[config.mk]
export PLATFORM = sky130hd
export DESIGN_NAME = hwag_capture_sync_flat
export DESIGN_NICKNAME = d
export VERILOG_FILES = /design/src/rtl/hwag_capture_sync_if.sv /design/src/rtl/hwag_capture_sync.sv /design/src/flat_wrapper.sv
export SDC_FILE = /design/constraint.sdc
export NUM_CORES = 1
export LEC_CHECK = 0
export ABC_AREA = 1
export CORE_MARGIN = 10
export CORE_UTILIZATION = 36
export DETAILED_ROUTE_END_ITERATION = 8
export PLACE_DENSITY = 0.55
export SLEW_MARGIN = 20
export SYNTH_ARGS = -nofsm -noshare
export SYNTH_HDL_FRONTEND = slang
export SYNTH_SLANG_ARGS = --single-unit
[constraint.sdc]
create_clock -name clk -period 7.7 [get_ports clk]
set_clock_uncertainty 0.2 [all_clocks]
set_input_delay 1.155 -clock clk [delete_from_list [all_inputs] [get_ports clk]]
set_output_delay 1.155 -clock clk [all_outputs]
set_load 0.005 [all_outputs]
[src/rtl/hwag_capture_sync_if.sv]
// Crank-sync bus: edge/enable/config inputs to the sequencer and its registered status outputs.
// The master side drives edges; the slave side is the sequencer.
interface hwag_capture_sync_if #(
   parameter int unsigned PCNT_WIDTH  = 24,
   parameter int unsigned TOOTH_WIDTH = 6
);
   logic                   ena;
   logic                   edge_in;
   logic [TOOTH_WIDTH-1:0] tooth_last;
   logic [PCNT_WIDTH-1:0]  period;
   logic [PCNT_WIDTH-1:0]  period_prev;
   logic                   period_valid;
   logic [TOOTH_WIDTH-1:0] tooth_cnt;
   logic                   gap;
   logic                   synced;
   logic                   sync_err;
   logic                   stall;

   modport master (
      output ena, edge_in, tooth_last,
      input  period, period_prev, period_valid, tooth_cnt, gap, synced, sync_err, stall
   );

   modport slave (
      input  ena, edge_in, tooth_last,
      output period, period_prev, period_valid, tooth_cnt, gap, synced, sync_err, stall
   );
endinterface

[src/rtl/hwag_capture_sync.sv]
// Crank tooth-period measurement, missing-tooth gap detection and sync state machine
// producing the tooth index for the angle generator.
module hwag_capture_sync #(
   parameter int unsigned PCNT_WIDTH  = 24,
   parameter int unsigned TOOTH_WIDTH = 6
) (
   input logic               clk,
   input logic               rst,
   hwag_capture_sync_if.slave bus
);

   typedef enum logic [2:0] {StIdle, StFirst, StSearch, StVerify, StSync} state_e;

   localparam logic [PCNT_WIDTH-1:0] CntMax = '1;

   state_e                 state_q, state_d;
   logic [PCNT_WIDTH-1:0]  cnt_q, cnt_d;
   logic [PCNT_WIDTH-1:0]  period_q, period_d;
   logic [PCNT_WIDTH-1:0]  period_prev_q, period_prev_d;
   logic [TOOTH_WIDTH-1:0] tooth_q, tooth_d;
   logic                   period_valid_q, period_valid_d;
   logic                   gap_q, gap_d;
   logic                   synced_q, synced_d;
   logic                   sync_err_q, sync_err_d;
   logic                   stall_q, stall_d;

   logic [PCNT_WIDTH-1:0]  meas;
   logic                   gap_cond;

   // Saturating increment doubles as the measured period on an edge cycle.
   assign meas     = (cnt_q == CntMax) ? CntMax : cnt_q + 1'b1;
   assign gap_cond = {1'b0, meas} > ({1'b0, period_q} + {1'b0, (period_q >> 1)});

   always_comb begin
      state_d        = state_q;
      cnt_d          = cnt_q;
      period_d       = period_q;
      period_prev_d  = period_prev_q;
      tooth_d        = tooth_q;
      synced_d       = synced_q;
      period_valid_d = 1'b0;
      gap_d          = 1'b0;
      sync_err_d     = 1'b0;
      stall_d        = 1'b0;

      if (bus.ena) begin
         if (bus.edge_in) begin
            cnt_d = '0;
            if (state_q != StIdle) begin
               period_prev_d  = period_q;
               period_d       = meas;
               period_valid_d = 1'b1;
            end
            unique case (state_q)
               StIdle:  state_d = StFirst;
               StFirst: state_d = StSearch;
               StSearch: begin
                  if (gap_cond) begin
                     state_d = StVerify;
                     tooth_d = '0;
                     gap_d   = 1'b1;
                  end
               end
               StVerify, StSync: begin
                  if (gap_cond) begin
                     gap_d   = 1'b1;
                     tooth_d = '0;
                     if (tooth_q == bus.tooth_last) begin
                        state_d  = StSync;
                        synced_d = 1'b1;
                     end else begin
                        // Early gap becomes the new reference for another verify pass.
                        state_d    = StVerify;
                        synced_d   = 1'b0;
                        sync_err_d = 1'b1;
                     end
                  end else if (tooth_q < bus.tooth_last) begin
                     tooth_d = tooth_q + 1'b1;
                  end else begin
                     state_d    = StSearch;
                     synced_d   = 1'b0;
                     sync_err_d = 1'b1;
                     tooth_d    = '0;
                  end
               end
               default: state_d = StIdle;
            endcase
         end else begin
            cnt_d = meas;
            // Stall fires only on the transition into saturation, so it pulses once.
            if (cnt_q != CntMax && meas == CntMax) begin
               stall_d  = 1'b1;
               state_d  = StIdle;
               synced_d = 1'b0;
               tooth_d  = '0;
            end
         end
      end
   end

   always_ff @(posedge clk) begin
      if (rst) begin
         state_q        <= StIdle;
         cnt_q          <= '0;
         period_q       <= '0;
         period_prev_q  <= '0;
         tooth_q        <= '0;
         period_valid_q <= 1'b0;
         gap_q          <= 1'b0;
         synced_q       <= 1'b0;
         sync_err_q     <= 1'b0;
         stall_q        <= 1'b0;
      end else begin
         state_q        <= state_d;
         cnt_q          <= cnt_d;
         period_q       <= period_d;
         period_prev_q  <= period_prev_d;
         tooth_q        <= tooth_d;
         period_valid_q <= period_valid_d;
         gap_q          <= gap_d;
         synced_q       <= synced_d;
         sync_err_q     <= sync_err_d;
         stall_q        <= stall_d;
      end
   end

   assign bus.period       = period_q;
   assign bus.period_prev  = period_prev_q;
   assign bus.period_valid = period_valid_q;
   assign bus.tooth_cnt    = tooth_q;
   assign bus.gap          = gap_q;
   assign bus.synced       = synced_q;
   assign bus.sync_err     = sync_err_q;
   assign bus.stall        = stall_q;

endmodule

[src/flat_wrapper.sv]
// flat-port wrapper written by rule: the top's interface ports become plain ports
module hwag_capture_sync_flat 
#(
   parameter int unsigned PCNT_WIDTH  = 24,
   parameter int unsigned TOOTH_WIDTH = 6
)
  (clk, rst, bus_ena, bus_edge_in, bus_tooth_last, bus_period, bus_period_prev, bus_period_valid, bus_tooth_cnt, bus_gap, bus_synced, bus_sync_err, bus_stall);
  hwag_capture_sync_if #(.PCNT_WIDTH(PCNT_WIDTH), .TOOTH_WIDTH(TOOTH_WIDTH)) bus_i ();
  input logic clk;
  input logic rst;
  input wire logic [$bits(bus_i.ena)-1:0] bus_ena;
  input wire logic [$bits(bus_i.edge_in)-1:0] bus_edge_in;
  input wire logic [$bits(bus_i.tooth_last)-1:0] bus_tooth_last;
  output wire logic [$bits(bus_i.period)-1:0] bus_period;
  output wire logic [$bits(bus_i.period_prev)-1:0] bus_period_prev;
  output wire logic [$bits(bus_i.period_valid)-1:0] bus_period_valid;
  output wire logic [$bits(bus_i.tooth_cnt)-1:0] bus_tooth_cnt;
  output wire logic [$bits(bus_i.gap)-1:0] bus_gap;
  output wire logic [$bits(bus_i.synced)-1:0] bus_synced;
  output wire logic [$bits(bus_i.sync_err)-1:0] bus_sync_err;
  output wire logic [$bits(bus_i.stall)-1:0] bus_stall;
  assign bus_i.ena = bus_ena;
  assign bus_i.edge_in = bus_edge_in;
  assign bus_i.tooth_last = bus_tooth_last;
  assign bus_period = bus_i.period;
  assign bus_period_prev = bus_i.period_prev;
  assign bus_period_valid = bus_i.period_valid;
  assign bus_tooth_cnt = bus_i.tooth_cnt;
  assign bus_gap = bus_i.gap;
  assign bus_synced = bus_i.synced;
  assign bus_sync_err = bus_i.sync_err;
  assign bus_stall = bus_i.stall;
  hwag_capture_sync #(.PCNT_WIDTH(PCNT_WIDTH), .TOOTH_WIDTH(TOOTH_WIDTH)) u_core (.clk(clk), .rst(rst), .bus(bus_i));
endmodule
# After elaboration in Yosys (flattened, before gate mapping)

Cells that the tools add are included.

Flip-flop bits (word level): 86
Input port bits: 10
Output and inout port bits: 59
Logic and storage cells: 73

$add $sub $neg: 3
Order comparisons: 2
Equal/unequal tests: 13
Multiplexer cells: 27
Bitwise gates (word level): 4
Reduce and logical (&&, ||, !) cells: 14

Operators by type and width:

| operator                | number |
|---|---|
| $eq A24 B24 Y1 const B  | 2 |
| $mux W24                | 2 |
| $mux W6                 | 5 |
| $add A24 B23 Y25        | 1 |
| $gt A24 B25 Y1          | 1 |
| $add A24 B1 Y24 const B | 1 |
| $ne A24 B24 Y1 const B  | 1 |
| $mux W3                 | 6 |
| $mux W1                 | 12 |
| $pmux W3 S4             | 1 |
| $pmux W6 S2             | 1 |
| $reduce_and A4 Y1       | 3 |
| $reduce_or A3 Y1        | 3 |
| $reduce_or A4 Y1        | 2 |
| $add A6 B1 Y6 const B   | 1 |
| $eq A3 B2 Y1 const B    | 2 |
| $eq A6 B6 Y1            | 1 |
| $lt A6 B6 Y1            | 1 |
| $ne A3 B2 Y1 const B    | 2 |
| $ne A4 B3 Y1 const B    | 1 |
| $not A1 Y1              | 4 |
| $eq A3 B1 Y1 const B    | 1 |
| $eq A3 B3 Y1 const B    | 1 |
| $logic_not A3 Y1        | 1 |
| 7 further kinds         | 7 |

# Longest topological paths before layout

Depth after elaboration: 6
Gate-level depth with buffers: 33
Mapped depth without buffers: 33

# Worst setup path before layout

Ideal clock, no wire load.

Path type: register to register
From: reg u_core.period_q[1] (netlist: u_core.bus.period[1])
To: reg u_core.tooth_q[3] (netlist: u_core.bus.tooth_cnt[3])
Setup time: 0.113 ns
Data arrival time: 3.641 ns
Required time: 7.387 ns
Path slack: 3.746 ns
Stages on the path, launching flop included: 29
Buffers on the path: 0
Period minus slack after synthesis: 3.954 ns
Cell sequence: dfxtp_1 > ha_1 > fa_1 > nand2_1 > nand3_1 > nand3_1 > nand2_1 > nand2_1 > nand2_1 > a31oi_1 > o21ai_0 > nand2_1 > nand2_1 > xor2_1 > ha_1 > nand2_1 > nor2_1 > nand3_1 > nor2_1 > nand2_1 > nand2_1 > nor2_1 > nand2_1 > inv_1 > nand2_1 > a21oi_1 > nand3_4 > nor2_1 > nor2_1

Word-level cells in the longest chain between the ends: 5
Elaborated cells between the ends (all ways): 7
Those cells by class: 1 x add/sub; 1 x order compare; 1 x eq/ne; 3 x mux; 1 x reduce/logical

Ends and longest elaborated chain:

| item                   | RTL line                 | RTL |
|---|---|---|
| start, declared        | hwag_capture_sync.sv:18  | `logic [PCNT_WIDTH-1:0] period_q, period_d;` |
| start signal, assigned | hwag_capture_sync.sv:116 | `period_q <= period_d;` |
| $add A24 B23 Y25 (*)   | hwag_capture_sync.sv:32  | `assign gap_cond = {1'b0, meas} > ({1'b0, period_q} + {1'b0, (period_q >> 1)});` |
| $gt A24 B25 Y1 (*)     | hwag_capture_sync.sv:32  |  |
| $mux W6                | hwag_capture_sync.sv:65  | `if (gap_cond) begin` |
| $pmux W6 S2            | hwag_capture_sync.sv:54  | `unique case (state_q)` |
| $mux W6                | hwag_capture_sync.sv:47  | `if (bus.edge_in) begin` |
| end signal, assigned   | hwag_capture_sync.sv:118 | `tooth_q <= tooth_d;` |
| end, declared          | hwag_capture_sync.sv:20  | `logic [TOOTH_WIDTH-1:0] tooth_q, tooth_d;` |

Every way passes the cells marked *; elsewhere a longest branch is shown, timed or not.
A chain may end at the register's enable or synchronous reset.

# Worst setup path after layout

Ends and elaborated chain as after synthesis.

==> impl_metrics.yaml <==
finish:
  multi_input_area_um2: 3860
  area_delta_synth_final_pct: 19.5
  antennaDiodeCount: 0
  register_area_um2: 1720
  num-fill-cells: 1775
  layout-drive-gt1-share_pct: 5.09
  nets: 1064
critical_path:
  cp_num_buf_inv: 1
  crit_fanout: 10
  crit_top_cell: "nand2_1"
  cp.arrival_ps: 4810
  max_stage_delay_ps: 540
  cp-start-kind: "flop"
  critPathKind: "reg -> reg"
  cp_top_family: "simple AND/OR/NAND/NOR gates"
  crit_path_end_kind: "flop"
  worstPathRequired_ps: 7800
  r2r_start: "u_core.bus.period[1]"
  reg2reg_depth: 29
  r2r_end: "u_core.bus.tooth_cnt[3]"
  reg2reg_slack_ps: 2990
  cp_slowest_cell: "a21oi_1"
clock_network:
  cts_root_buf: "clkbuf_16"
  ctsResizeCount: 0
  htreeDepth: 3
  worstSkewPairLatency_ps: 360
  cts_made_buffers: 9
  path_clk_slew_ps: 70
  post-cts-setup-buffers: 0
  cts_hold_buf: 0
  cts.path.max_buffers: 2
  cts_tree: "done"
  cts_num_sinks: 86
synth:
  synthCells: 937
  yosys.area.top_type: "dfxtp_1"
  ys_warn_count: 0
  synthAdderAreaFrac_pct: 11.9
  syn-cell-area_um2: 6190
  seq_area_frac_synth_pct: 27.8
  synth-compound-area-share_pct: 15.2
  yosys_register_bits: 86
  synth-simple-area-share_pct: 31.0
  synth_mux_area_share_pct: 0
  synthTopCellsByArea: "dfxtp_1 (28%), nand2_1 (13%), ha_1 (12%)"
  synth_nets: 1005
  synth_top_area_share_pct: 27.8
  synthXorXnorAreaFrac_pct: 4.11
  synth_top_family_by_area: "simple AND/OR/NAND/NOR gates"
  avgSynthCellArea_um2: 6.60
  yosysUniqueCellTypes: 38
floorplanning:
  coreArea_um2: 16700
  dieHeight_um: 151
  initial_core_util_pct: 37.0
  num_rows: 47
  die_x_um: 151
  ios: 69
  dieArea_um2: 22800
worst_hold_path:
  worstHoldStart: "u_core.bus.synced"
  min_to: "u_core.bus.synced"
  hold_class: "reg -> reg"
  hold_depth: 2
grt:
  first_global_vias: 5972
  grt-ovfl-total: 0
  grt_max_degree: 60
  grt_pass1_wl_um: 31700
  grt_antenna_before_repair: 0
  grt_usage_pct: 17.4
pwr:
  power_density_nw_per_um2: 161
  ir_drop_mv: 0.194
  p_leak_nw: 3.36
place:
  dp_hpwl_um: 14600
  port_buffers: 68
  gp_congestion: 0.895
timing:
  finalSetupTns_ps: 0
  max_slew_margin_pct: 31.4
  fin_crit_sh_pct: 61.2
  fin_crit_ps: 4710
  setup_viol: 0
  holdWs_ps: 264
  fmax_ghz: 0.212
  maxSlewViolCount: 0
  rsz0062_at_grt: "no"
  finalHoldViolCount: 0
  tightest_slew_ps: 1020
detailed_routing:
  drtIter0Drc: 556
  drc: 0
  routed_wl_um: 19200
  ant_nets: 0
  viasPerCell: 5.04
  wl_per_cell_um: 15.7
  drtPass1Iterations: 5
  via_count: 6158
status:
  outcome: "complete, no violations"
run:
  maxCapViolCount: 0
## routing by layer
metal | vias up | GRT usage (%) | share of wire (%)
met2 | 149 | 26.7 | 44
met4 | 0 | 6.40 | 2.0
li1 | 3178 | - | -
met5 | - | 0 | 0
met3 | 29 | 4.00 | 5.3
met1 | 2802 | 23.2 | 49
## state kept, by name (all words and copies together), names as in the netlist
signal,flops
u_core.bus.period_valid,1
u_core.bus.stall,1
u_core.bus.sync_err,1
u_core.bus.period,24
u_core.bus.gap,1
u_core.state_q,3
u_core.bus.synced,1
u_core.bus.period_prev,24
u_core.cnt_q,24
u_core.bus.tooth_cnt,6
## worst register-to-register path, delay by kind of cell, from the launching register on
kind	cells	cell delay (ps)
DFF	1	400
xor gates and xnor gates	1	150
buffers and inverters	1	70
AOI/OAI and AO/OA	3	960
adders and majority gates	3	970
and+or+nand+nor	21	1930
## how the worst max path moves through the flow
stage                              end  cells after the start                 start
2_1_floorplan  u_core.bus.tooth_cnt[3]                     28  u_core.bus.period[1]
3_3_place_gp   u_core.bus.tooth_cnt[3]                     29  u_core.bus.period[1]
3_5_place_dp   u_core.bus.tooth_cnt[3]                     29  u_core.bus.period[1]
4_1_cts        u_core.bus.tooth_cnt[3]                     29  u_core.bus.period[1]
5_1_grt        u_core.bus.tooth_cnt[3]                     29  u_core.bus.period[1]
6_report       u_core.bus.tooth_cnt[3]                     29  u_core.bus.period[1]
## cells in the mapped netlist
library cell    n
nand2_1       208
inv_1         133
nor2_1        103
dfxtp_1        86
o21ai_0        74
a21oi_1        67
nand3_1        58
ha_1           57
xor2_1         20
nand4_1        18
clkbuf_1       16
nor3_1         10
nand3_2         9
o211ai_1        9
o22ai_1         9
xnor2_1         9
nand2_2         6
nor2_2          6
a31oi_1         4
buf_2           4
o21bai_1        4
nand3_4         3
nand3b_1        3
and2_1          2
buf_1           2
buf_6           2
clkinv_1        2
nor2_4          2
o21a_1          2
a211oi_1        1
a22oi_1         1
a31o_2          1
fa_1            1
inv_2           1
nor3b_1         1
nor4_1          1
o21bai_4        1
or2_2           1
## power breakdown
part | leakage (nW) | internal [mW] | switching, mW | total [mW]
Clock | 0.159 | 0.280 | 0.202 | 0.482
Combinational | 2.50 | 0.0946 | 0.130 | 0.225
Sequential | 0.699 | 0.465 | 0.0207 | 0.486
## logic make-up after synthesis
logic type	after synthesis
AND/OR/NAND/NOR	431
AO/OA/AOI/OAI	173
buffers and inverters	160
flip-flops	86
adder cells (fa/ha/maj)	58
XOR/XNOR	29
## through the flow
stage	area (µm²)	power, mW	utilization [%]	instances	setup WS [ps]
after CTS	7390	1.20	44.3	1221	2970
after detailed placement	7070	0.721	42.4	1205	3000
final	7390	1.19	44.3	1221	2990
after floorplan	6190	0.632	-	937	3750
after global routing	7390	1.25	44.3	1221	2510
after global placement	7070	0.721	42.4	1205	3050
## area by class of cell
type                    instances  share of cell area [%]
repair buffers                 72                    9.61
well taps                     220                    3.72
flip-flops and latches         86                    23.3
clock buffers                  12                    3.60
clock inverters                 4                   0.711
inverters                     136                    6.90
multi-input cells             691                    52.2
## cell usage in the layout, fill, tap and decap left out, types with 10 or more instances in the layout
master / n
a21oi_1: 66
clkdlybuf4s50_1: 68
dfxtp_1: 86
ha_1: 57
inv_1: 133
nand2_1: 208
nand3_1: 58
nand4_1: 18
nor2_1: 103
nor3_1: 10
o21ai_0: 74
xor2_1: 20
Note: power is estimated with default switching activity, not from simulation.
